--- src/rtl/aes128_key_expand.sv ---
// rtl/aes128_key_expand.sv - iterative AES-128 key schedule, one round key per valid/ready beat (option: KEY_EXP_REVERSE_EN)
module aes128_key_expand #(
    parameter int NUM_ROUNDS = 10,
    parameter int ROUND_W    = 4
) (
    input  logic               clk,
    input  logic               rst_n,
    input  logic               start,
    input  logic [127:0]       key_in,
    output logic               busy,
    output logic               rk_valid,
    input  logic               rk_ready,
    output logic [127:0]       rk_data,
    output logic [ROUND_W-1:0] rk_round,
    output logic               done
);

    typedef enum logic [1:0] {
        IDLE   = 2'd0,
        STREAM = 2'd1
`ifdef KEY_EXP_REVERSE_EN
        ,
        FILL   = 2'd2
`endif
    } state_t;

    localparam logic [ROUND_W-1:0] LAST_ROUND = ROUND_W'(NUM_ROUNDS);

    state_t             state_q, state_d;
    logic [127:0]       key_q, key_d;
    logic [ROUND_W-1:0] round_q, round_d;
    logic [7:0]         rcon_q, rcon_d;
    logic               done_q, done_d;
    logic [127:0]       next_key;
    logic [7:0]         rcon_next;

    function automatic logic [7:0] gf_mul(input logic [7:0] a, input logic [7:0] b);
        logic [7:0] p;
        logic [7:0] aa;
        p  = 8'h00;
        aa = a;
        for (int i = 0; i < 8; i++) begin
            if (b[i]) p = p ^ aa;
            aa = {aa[6:0], 1'b0} ^ (aa[7] ? 8'h1b : 8'h00);
        end
        return p;
    endfunction

    // S-box as multiplicative inverse (x^254) followed by the affine map
    function automatic logic [7:0] sbox(input logic [7:0] x);
        logic [7:0] r;
        logic [7:0] sq;
        r  = 8'h01;
        sq = x;
        for (int i = 1; i < 8; i++) begin
            sq = gf_mul(sq, sq);
            r  = gf_mul(r, sq);
        end
        return r ^ {r[6:0], r[7]} ^ {r[5:0], r[7:6]} ^ {r[4:0], r[7:5]}
                 ^ {r[3:0], r[7:4]} ^ 8'h63;
    endfunction

    function automatic logic [31:0] sub_word(input logic [31:0] w);
        return {sbox(w[31:24]), sbox(w[23:16]), sbox(w[15:8]), sbox(w[7:0])};
    endfunction

    // Next round key from the current one and the current rcon
    always_comb begin
        logic [31:0] t, w0, w1, w2, w3;
        t         = sub_word({key_q[23:0], key_q[31:24]}) ^ {rcon_q, 24'h0};
        w0        = key_q[127:96] ^ t;
        w1        = key_q[95:64] ^ w0;
        w2        = key_q[63:32] ^ w1;
        w3        = key_q[31:0] ^ w2;
        next_key  = {w0, w1, w2, w3};
        rcon_next = {rcon_q[6:0], 1'b0} ^ (rcon_q[7] ? 8'h1b : 8'h00);
    end

`ifdef KEY_EXP_REVERSE_EN
    logic         buf_we;
    logic [127:0] rk_buf_q [0:NUM_ROUNDS-1];

    // Key store filled during FILL, read back in descending order while streaming
    always_ff @(posedge clk) begin
        if (buf_we) rk_buf_q[round_q] <= key_q;
    end
`endif

    // Next-state and datapath control
    always_comb begin
        state_d = state_q;
        key_d   = key_q;
        round_d = round_q;
        rcon_d  = rcon_q;
        done_d  = 1'b0;
`ifdef KEY_EXP_REVERSE_EN
        buf_we  = 1'b0;
`endif
        case (state_q)
            IDLE: begin
                if (start) begin
                    key_d   = key_in;
                    round_d = '0;
                    rcon_d  = 8'h01;
`ifdef KEY_EXP_REVERSE_EN
                    state_d = FILL;
`else
                    state_d = STREAM;
`endif
                end
            end
`ifdef KEY_EXP_REVERSE_EN
            FILL: begin
                // Keys 0..NUM_ROUNDS-1 go to the store; key NUM_ROUNDS stays in key_q
                buf_we  = 1'b1;
                key_d   = next_key;
                rcon_d  = rcon_next;
                round_d = round_q + 1'b1;
                if (round_q == LAST_ROUND - 1'b1) state_d = STREAM;
            end
            STREAM: begin
                if (rk_ready) begin
                    if (round_q == '0) begin
                        state_d = IDLE;
                        done_d  = 1'b1;
                    end else begin
                        key_d   = rk_buf_q[round_q - 1'b1];
                        round_d = round_q - 1'b1;
                    end
                end
            end
`else
            STREAM: begin
                if (rk_ready) begin
                    if (round_q == LAST_ROUND) begin
                        state_d = IDLE;
                        done_d  = 1'b1;
                    end else begin
                        key_d   = next_key;
                        round_d = round_q + 1'b1;
                        rcon_d  = rcon_next;
                    end
                end
            end
`endif
            default: state_d = IDLE;
        endcase
    end

    // State and key registers
    always_ff @(posedge clk or negedge rst_n) begin
        if (!rst_n) begin
            state_q <= IDLE;
            key_q   <= '0;
            round_q <= '0;
            rcon_q  <= 8'h01;
            done_q  <= 1'b0;
        end else begin
            state_q <= state_d;
            key_q   <= key_d;
            round_q <= round_d;
            rcon_q  <= rcon_d;
            done_q  <= done_d;
        end
    end

    assign busy     = (state_q != IDLE);
    assign rk_valid = (state_q == STREAM);
    assign rk_data  = key_q;
    assign rk_round = round_q;
    assign done     = done_q;

endmodule

--- config.mk ---
export PLATFORM = sky130hd
export DESIGN_NAME = aes128_key_expand
export DESIGN_NICKNAME = d
export VERILOG_FILES = /design/src/rtl/aes128_key_expand.sv
export SDC_FILE = /design/constraint.sdc
export NUM_CORES = 2
export LEC_CHECK = 0
export CORE_AREA = 10 10 396 398
export DETAILED_ROUTE_END_ITERATION = 16
export DIE_AREA = 0 0 406 408
export PLACE_DENSITY = 0.62
export SYNTH_ARGS = -nofsm -noshare
export SYNTH_HDL_FRONTEND = slang
export SYNTH_SLANG_ARGS = --single-unit
export TNS_END_PERCENT = 10
--- constraint.sdc ---
create_clock -name clk -period 21.1 [get_ports clk]
set_input_delay 2.11 -clock clk [delete_from_list [all_inputs] [get_ports clk]]
set_output_delay 2.11 -clock clk [all_outputs]
set_load 0.005 [all_outputs]
==> results.sh <==
export IMPL_status="finished clean"
export IMPL_clk_pin_slew_worst_paths_ns=0.07
export IMPL_antenna_found_initial=9
export IMPL_core_area_um2=149000
export IMPL_rr_worst_depth=49
export IMPL_clockBufferDepth=2
export IMPL_tightest_slew_ns=1.22
export IMPL_ant_nets=0
export IMPL_drive_above_1_share_pct=7.92
export IMPL_period_needed_ns=19.48
export IMPL_fillerInstances=14694
export IMPL_hp_start="rcon_q[6]$_DFFE_PN0P_"
export IMPL_placed_area_um2=71200
export IMPL_numPortBuffers=266
export IMPL_cts_setup_buffers=0
export IMPL_cts_root_buf="clkbuf_16"
export IMPL_syn_to_final_growth_pct=8.21
export IMPL_cp_slowest_cell="xnor3_1"
export IMPL_dr_pass1_iters=7
export IMPL_finalCritPeriodShare_pct=92.3
export IMPL_yosysWarnings=0
export IMPL_ioPinCount=267
export IMPL_ys_flop_type="dfrtp_1"
export IMPL_seq_area_frac_synth_pct=5.35
export IMPL_yosys_register_bits=142
export IMPL_layout_common_cells="xnor2_1, nor2_1, nand2_1, xor2_1, a21oi_1"
export IMPL_clk_latency_ns=0.53
export IMPL_synthArstFlopShare_pct=100
export IMPL_synth_edff_count=0
export IMPL_synth_nets=8805
export IMPL_cts_buffers=17
export IMPL_hold_class="register to register"
export IMPL_fin_setup_tns_ns=0
export IMPL_cts_sinks=142
export IMPL_gp_congestion=0.973
export IMPL_grt_pass1_wl_um=356000
export IMPL_ys_types=117
export IMPL_arrival_ns=19.91
export IMPL_rsz0062_at_grt="no"
export IMPL_htreeDepth=4
export IMPL_grtUsageTotal_pct=26.7
export IMPL_cp_required_ns=21.53
export IMPL_critPathLaunchType="register"
export IMPL_fin_area_um2=71900
export IMPL_overflow=0
export IMPL_vias=63390
export IMPL_crit_type="register to register"
export IMPL_postCtsHoldBufs=0
export IMPL_slowest_delay_ns=0.92
export IMPL_cts_tree="done"
export IMPL_r2r_end="rk_data[3]$_DFFE_PN0P_"
export IMPL_viasPerCell=6.00
export IMPL_cp_common_cell="xnor3_1"
export IMPL_start_util_pct=44.6
export IMPL_die_w_um=406
export IMPL_synthCells=8652
export IMPL_slew_violations=0
export IMPL_cts_resized=0
export IMPL_num_rows=142
export IMPL_grt_max_degree=126
export IMPL_fin_nets=8756
export IMPL_dieArea_um2=166000
export IMPL_die_y_um=408
export IMPL_drc=0
export IMPL_hold_viol=0
export IMPL_dp_hpwl_um=175000
export IMPL_grt_pass1_vias=59378
export IMPL_finClkSkew_ns=0.0202
export IMPL_hold_path_cell_count=2
export IMPL_setup_viol=0
export IMPL_reg2reg_from="rk_data[31]$_DFFE_PN0P_"
export IMPL_wl_per_cell_um=22.1
export IMPL_reg2reg_slack_ns=1.62
export IMPL_drt_iter0_markers=6629
export IMPL_avgSynthCellArea_um2=7.68
export IMPL_cp_max_fo=24
export IMPL_layout_commonest_cell="xnor2_1"
export IMPL_netlist_area_um2=66400
export IMPL_finalWirelength_um=233000
export IMPL_holdPathEnd="rcon_q[7]$_DFFE_PN0P_"
export IMPL_fmax_mhz=51.3
export IMPL_slew_headroom_pct=18.5
export IMPL_drv_cap=0
export IMPL_cp_end_kind="register"
## synth_stat cells, drive strengths merged, types with 62 or more instances
library cell	n	share of area [%]
nand3	245	1.8
o211ai	68	0.78
a21oi	432	3.3
xnor3	427	15
nand2	976	5.5
and2	62	0.59
nor2b	66	0.62
a22oi	90	1.1
inv	87	0.49
nor3	224	1.7
o21ai	434	3.3
dfrtp	141	5.3
xnor2	1710	24
o22ai	113	1.1
buf	232	1.9
mux2i	226	3.4
a31oi	71	0.68
xor3	64	2.3
clkbuf	369	2.1
nor2	1242	7.1
nand2b	69	0.65
xor2	494	7.1
a211oi	78	0.90
## routing by layer
layer	global-route usage, %	share of wire, %	vias to the layer above
li1	-	-	29670
met1	36.2	43	30528
met2	42.2	45	2827
met3	5.72	9.6	357
met4	7.82	2.9	8
met5	0	0.024	-
## layout make-up
type / instances / area, um^2 / share of cell area [%]
Multi-Input combinational cell: 7811 / 60200 / 83.8
Timing Repair Buffer: 533 / 4680 / 6.51
Sequential cell: 142 / 3560 / 4.95
Tap cell: 1944 / 2430 / 3.38
Clock buffer: 18 / 439 / 0.611
Inverter: 98 / 368 / 0.512
Clock inverter: 14 / 173 / 0.240
Antenna cell: 1 / 2.50 / 0.00348
## worst max-delay path by stage
stage,from,end,cells past startpoint
after floorplan,rk_data[23]$_DFFE_PN0P_,rk_data[93]$_DFFE_PN0P_,56
after global placement,rk_data[31]$_DFFE_PN0P_,rk_data[3]$_DFFE_PN0P_,49
after detailed placement,rk_data[31]$_DFFE_PN0P_,rk_data[3]$_DFFE_PN0P_,49
after CTS,rk_data[31]$_DFFE_PN0P_,rk_data[3]$_DFFE_PN0P_,49
after global routing,rk_data[31]$_DFFE_PN0P_,rk_data[7]$_DFFE_PN0P_,49
final,rk_data[31]$_DFFE_PN0P_,rk_data[3]$_DFFE_PN0P_,49
## worst max-delay path, delay by kind of cell, from the launching register on
kind                     cells  cell delay (ns)
XOR/XNOR                    35            15.39
adder cells (fa/ha/maj)      2             1.19
AND/OR/NAND/NOR              6             1.05
flip-flops                   1             0.83
AO/OA/AOI/OAI                4             0.55
buffers and inverters        1             0.23
multiplexers                 1             0.13
## through the flow
| stage | setup WS [ns] | utilization (%) | hold WS [ns] | std cells |
|---|---|---|---|---|
| CTS | 1.96 | 48.3 | 0.525 | 10560 |
| global placement | 2.03 | 47.9 | 0.496 | 10528 |
| floorplan | 5.93 | - | 0.482 | 8652 |
| finish | 1.62 | 48.3 | 0.526 | 10561 |
| detailed placement | 2.06 | 47.9 | 0.510 | 10528 |
| global route | 0.604 | 48.3 | 0.568 | 10560 |
## sequential cells by signal, indices dropped and copies added (netlist names)
| register | flops |
|---|---|
| state_q | 1 |
| rk_data | 128 |
| rk_round | 4 |
| rcon_q | 8 |
| done | 1 |
## cells by family after synthesis
kind of cell	after synthesis	share of synthesized area, %
adders and majority gates	23	0.426
buffers and inverters	699	4.56
muxes	270	4.23
DFF	142	5.35
and+or+nand+nor	3092	20.1
xor gates and xnor gates	2695	48.3
AOI/OAI and AO/OA	1731	17.0
Power is left out: the tool's default activity adds up to more than one toggle a clock period on the data nets, which glitch-free logic cannot reach.
